## config.mk

```make
export PLATFORM = sky130hd
export DESIGN_NAME = scan_scheduler
export DESIGN_NICKNAME = d
export VERILOG_FILES = /design/src/rtl/scan_scheduler.sv
export SDC_FILE = /design/constraint.sdc
export NUM_CORES = 1
export LEC_CHECK = 0
export BUFFER_PORTS_ARGS = -buffer_cell sky130_fd_sc_hd__buf_2
export CAP_MARGIN = 40
export CORE_MARGIN = 4
export CORE_UTILIZATION = 65
export CTS_BUF_LIST = sky130_fd_sc_hd__clkbuf_8 sky130_fd_sc_hd__clkbuf_16
export DETAILED_ROUTE_END_ITERATION = 8
export PLACE_DENSITY = 0.88
export SLEW_MARGIN = 20
export SYNTH_ARGS = -nofsm -noshare
export SYNTH_HDL_FRONTEND = slang
export SYNTH_SLANG_ARGS = --single-unit
```

## constraint.sdc

```tcl
create_clock -name clk -period 7 [get_ports clk]
set_input_delay 2.1 -clock clk [delete_from_list [all_inputs] [get_ports clk]]
set_output_delay 2.1 -clock clk [all_outputs]
set_load 0.03 [all_outputs]
```

## src/rtl/scan_scheduler.sv

```systemverilog
// Seven-segment scan scheduler: walks the enabled digits one slot at a time,
// blanks the anodes at the start of each slot, and applies 16-level PWM
// during the on phase. All outputs decode from registered state only.
module scan_scheduler #(
  parameter int unsigned CLK_DIV      = 100000,
  parameter int unsigned BLANK_CYCLES = 1000
) (
  input  logic       clk,
  input  logic       reset,
  input  logic [7:0] en_mask,
  input  logic [3:0] duty,
  output logic [7:0] a,
  output logic [2:0] sel,
  output logic       frame_start
);

  localparam int unsigned CntW = $clog2(CLK_DIV);
  localparam logic [CntW-1:0] CntMax = CntW'(CLK_DIV - 1);

  typedef enum logic {StOff, StScan} state_e;

  state_e          state_q, state_d;
  logic [CntW-1:0] cnt_q, cnt_d;
  logic [2:0]      sel_q, sel_d;
  logic [7:0]      mask_q, mask_d;
  logic [3:0]      duty_q, duty_d;

  logic            blank;
  logic [3:0]      phase;

  // Index of the lowest set bit; 0 when the mask is empty.
  function automatic logic [2:0] lowest_bit(input logic [7:0] m);
    logic [2:0] res;
    res = 3'd0;
    for (int i = 7; i >= 0; i--) begin
      if (m[i]) res = 3'(i);
    end
    return res;
  endfunction

  // Next set bit searching upward from cur+1 with wrap; returns cur if it is
  // the only set bit (the k=8 step lands back on cur).
  function automatic logic [2:0] next_bit(input logic [7:0] m, input logic [2:0] cur);
    logic [2:0] res;
    logic [2:0] idx;
    logic       found;
    res   = cur;
    found = 1'b0;
    for (int k = 1; k <= 8; k++) begin
      idx = cur + 3'(k);
      if (!found && m[idx]) begin
        res   = idx;
        found = 1'b1;
      end
    end
    return res;
  endfunction

  // State and slot registers.
  always_ff @(posedge clk or negedge reset) begin
    if (!reset) begin
      state_q <= StOff;
      cnt_q   <= '0;
      sel_q   <= 3'd0;
      mask_q  <= 8'd0;
      duty_q  <= 4'd0;
    end else begin
      state_q <= state_d;
      cnt_q   <= cnt_d;
      sel_q   <= sel_d;
      mask_q  <= mask_d;
      duty_q  <= duty_d;
    end
  end

  // Next-state: start scanning on a nonzero mask, advance digits at slot ends.
  always_comb begin
    state_d = state_q;
    cnt_d   = cnt_q;
    sel_d   = sel_q;
    mask_d  = mask_q;
    duty_d  = duty_q;
    unique case (state_q)
      StOff: begin
        if (|en_mask) begin
          state_d = StScan;
          mask_d  = en_mask;
          duty_d  = duty;
          sel_d   = lowest_bit(en_mask);
          cnt_d   = '0;
        end
      end
      StScan: begin
        if (cnt_q == CntMax) begin
          cnt_d  = '0;
          mask_d = en_mask;
          duty_d = duty;
          if (en_mask == 8'd0) begin
            state_d = StOff;
          end else begin
            sel_d = next_bit(en_mask, sel_q);
          end
        end else begin
          cnt_d = cnt_q + CntW'(1);
        end
      end
      default: state_d = StOff;
    endcase
  end

  // Output decode: blank phase, then PWM on phase keyed to cnt offset mod 16.
  always_comb begin
    a           = 8'hFF;
    frame_start = 1'b0;
    sel         = sel_q;
    blank       = 32'(cnt_q) < BLANK_CYCLES;
    phase       = 4'(32'(cnt_q) - BLANK_CYCLES);
    if (state_q == StScan) begin
      if (!blank && (phase <= duty_q)) a[sel_q] = 1'b0;
      frame_start = (cnt_q == '0) && (sel_q == lowest_bit(mask_q));
    end
  end

endmodule

```

==> impl_results.md <==
- Post-Syn Area: 2922 µm²
- Drc violations: 0
- Leakage power: 0.001277 µW
- Data required, critical path: 4.90 ns
- DR vias/cell: 6.747
- Final setup vio count: 0
- Via count: 2564
- Largest net degree at the start of global routing: 34
- Outcome: finished, final reports clean
- Max-cap violation count: 0
- First-pass GRT wire length: 11100 µm
- Post-layout util: 72.76%
- Initial antenna violation count: 0
- Area Overhead vs Synth: 8.437%
- Clock Power Share: 43.3%
- Setup CP Type: reg -> out
- Wire length per cell: 17.71 µm
- Slew margin rel.: 47.73%
- H-tree levels: 2
- Worst Skew: 0.004132 ns
- Worst setup SP type: flop
- Part of the power in registers: 45.0%
- Max Slew Vio Count: 0
- FP Rows: 24
- Pint: 327.1 µW
- Synth cell count leaders: 33 x dfrtp_1, 30 x o21ai_0, 24 x nor2_1
- Ports: 26
- Warnings from Yosys: 0
- Clock Sinks: 33
- Clk_lat worst skew: 0.29 ns
- Starting Density: 67.10%
- ANT cells: 0
- Post-Route WL: 6728 µm
- Minimum clock period after layout: 4.694 ns
- Hold WS: 0.5042 ns
- Post-synth EDFFs: 0
- Worst path arrival time: 2.59 ns
- Drt pass-1 iters: 5
- Gate power share: 11.7%
- Die X: 75.04 µm
- Die height: 75.04 µm
- Share of the synthesized area in the top cell type: 28.27%
- Number of global-route vias before repair: 2206
- RSZ-0062 raised after global routing: false
- DRT iter0 DRCs: 338
- Most frequent cell after synthesis: dfrtp_1
- Setup crit end kind: output port
- Top cells by area, synth: dfrtp_1 28%, mux4_2 10%, ha_1 5.1%
- Hold crit path type: reg -> reg
- Sequential-to-total area share from yosys stat: 28.27%
- P_sw: 98.02 µW
- Clock Path Buffers: 2
- Final setup TNS: 0 ns
- Layout cell share with drive strength beyond 1: 22.26%
- FF-to-FF path depth: 9
- P per Cell Area: 134.2 nW/µm²
- Core Footprint: 4354 µm²
- Syn Area/Cell: 9.304 µm²
- Crit path max fanout: 8
- Die area: 5631 µm²
- Seq cells post-synth: 33
- Post-synth net total: 340
- Sw Share: 23.06%
- Nets: 353
- Distinct cell type count after synthesis: 63
- Filler cell count: 321
- Least-Margin Pin Slew: 0.7840 ns
- CTS Buf Count: 5
- Worst vdd ir: 0.1648 mV
- Worst-path clk slew: 0.07 ns
- Achievable frequency: 213.0 MHz
- Post_cts resized: 0
- Final Hold Viols: 0
- ANT nets after route: 0
- Grt ovf: 0
- CTS tree: done
- FFs w/ async S/R, synth: 100.0%
- Post-DP HPWL: 4711 µm
- Primary FF master, synth: dfrtp_1
- Final worst path period share: 67.06%
- Root Driver: clkbuf_8
- Hold depth: 1
- Cells after Synth: 314
- I/O Buffers: 25
- Post-CTS Setup Inserts: 0
- Area leader, netlist: dfrtp_1
- Hold_buf cts: 0
- Routability Congestion: 0.8999
- Total GRT Usage: 25.79%
logic make-up after synthesis:
logic type,Yosys count,synth area share [%]
simple gates,109,20.30
compound gates,82,18.72
buf+inv,40,6.295
flops,33,28.27
mux,32,19.49
fa+ha+maj,12,5.139
xor+xnor,6,1.799
cell usage in the layout (no fill, tap or decap), types with 3 or more instances in the layout:
| master | count |
|---|---|
| mux4_2 | 13 |
| clkbuf_8 | 6 |
| o22ai_1 | 3 |
| and3_1 | 5 |
| nor2_1 | 24 |
| o41ai_1 | 3 |
| nand3_1 | 15 |
| nor4_1 | 4 |
| nor2b_1 | 9 |
| o21a_1 | 3 |
| and4_1 | 5 |
| nand2_1 | 21 |
| inv_1 | 17 |
| mux4_1 | 3 |
| xnor2_1 | 5 |
| o31ai_1 | 7 |
| nor3_1 | 8 |
| ha_1 | 12 |
| dfrtp_1 | 33 |
| o21ai_0 | 30 |
| nand2b_1 | 4 |
| buf_2 | 25 |
| mux2_2 | 10 |
| a21oi_1 | 11 |
through the flow:
| stage | total power (µW) | setup WS, ns | instances | cell area, µm² |
|---|---|---|---|---|
| floorplan | 228.0 | 2.943 | 314 | 2922 |
| global placement | 240.5 | 2.365 | 370 | 3017 |
| detailed placement | 242.0 | 2.255 | 370 | 3017 |
| CTS | 425.9 | 2.297 | 378 | 3133 |
| global route | 443.5 | 2.169 | 380 | 3168 |
| finish | 425.1 | 2.306 | 380 | 3168 |
state kept, by name, summed over array words and instances (netlist names):
| register | count |
|---|---|
| cnt_q | 17 |
| mask_q | 8 |
| duty_q | 4 |
| sel | 3 |
| state_q | 1 |
worst max-delay path, stage by stage, from the launching register on:
cell	delay, ns
dfrtp_1	0.46
or4_1	0.62
or4_1	0.45
o21ai_0	0.30
nor2_1	0.14
nand3_1	0.13
buf_2	0.21
cell type report:
cell class	count	area [µm²]	area share, %
clock inverters	2	33.78	1.066
clock buffers	6	82.58	2.607
flip-flops and latches	33	825.8	26.07
well taps	52	65.06	2.054
repair buffers	28	167.7	5.292
inverters	18	67.56	2.133
multi-input cells	241	1926	60.78
path summary, 6_finish.rpt:
kind	start	endpoint	slack (ns)
max	cnt_q[11]$_DFFE_PN0P_	a[6]	2.31
min	cnt_q[16]$_DFFE_PN0P_	cnt_q[16]$_DFFE_PN0P_	0.50
max reg2reg	sel[1]$_DFFE_PN0P_	sel[2]$_DFFE_PN0P_	3.20
min reg2reg	cnt_q[16]$_DFFE_PN0P_	cnt_q[16]$_DFFE_PN0P_	0.50
max in group asynchronous	reset	mask_q[4]$_DFFE_PN0P_	4.91
min in group asynchronous	reset	cnt_q[7]$_DFFE_PN0P_	1.68
metal layers:
metal	part of all wire (%)	global-route usage, %
met3	7.4	5.474
met4	1.5	7.510
met2	45	37.04
met5	0	0
met1	46	39.21
power by group through the flow:
stage / sequential (µW) / clock [µW] / combinational [µW]
floorplan: 195 / 0 / 33.1
global route: 191 / 198 / 54.0
CTS: 191 / 187 / 47.1
finish: 191 / 184 / 49.7
global placement: 195 / 0 / 45.5
detailed placement: 195 / 0 / 46.9
Note: power is estimated with default switching activity, not from simulation.
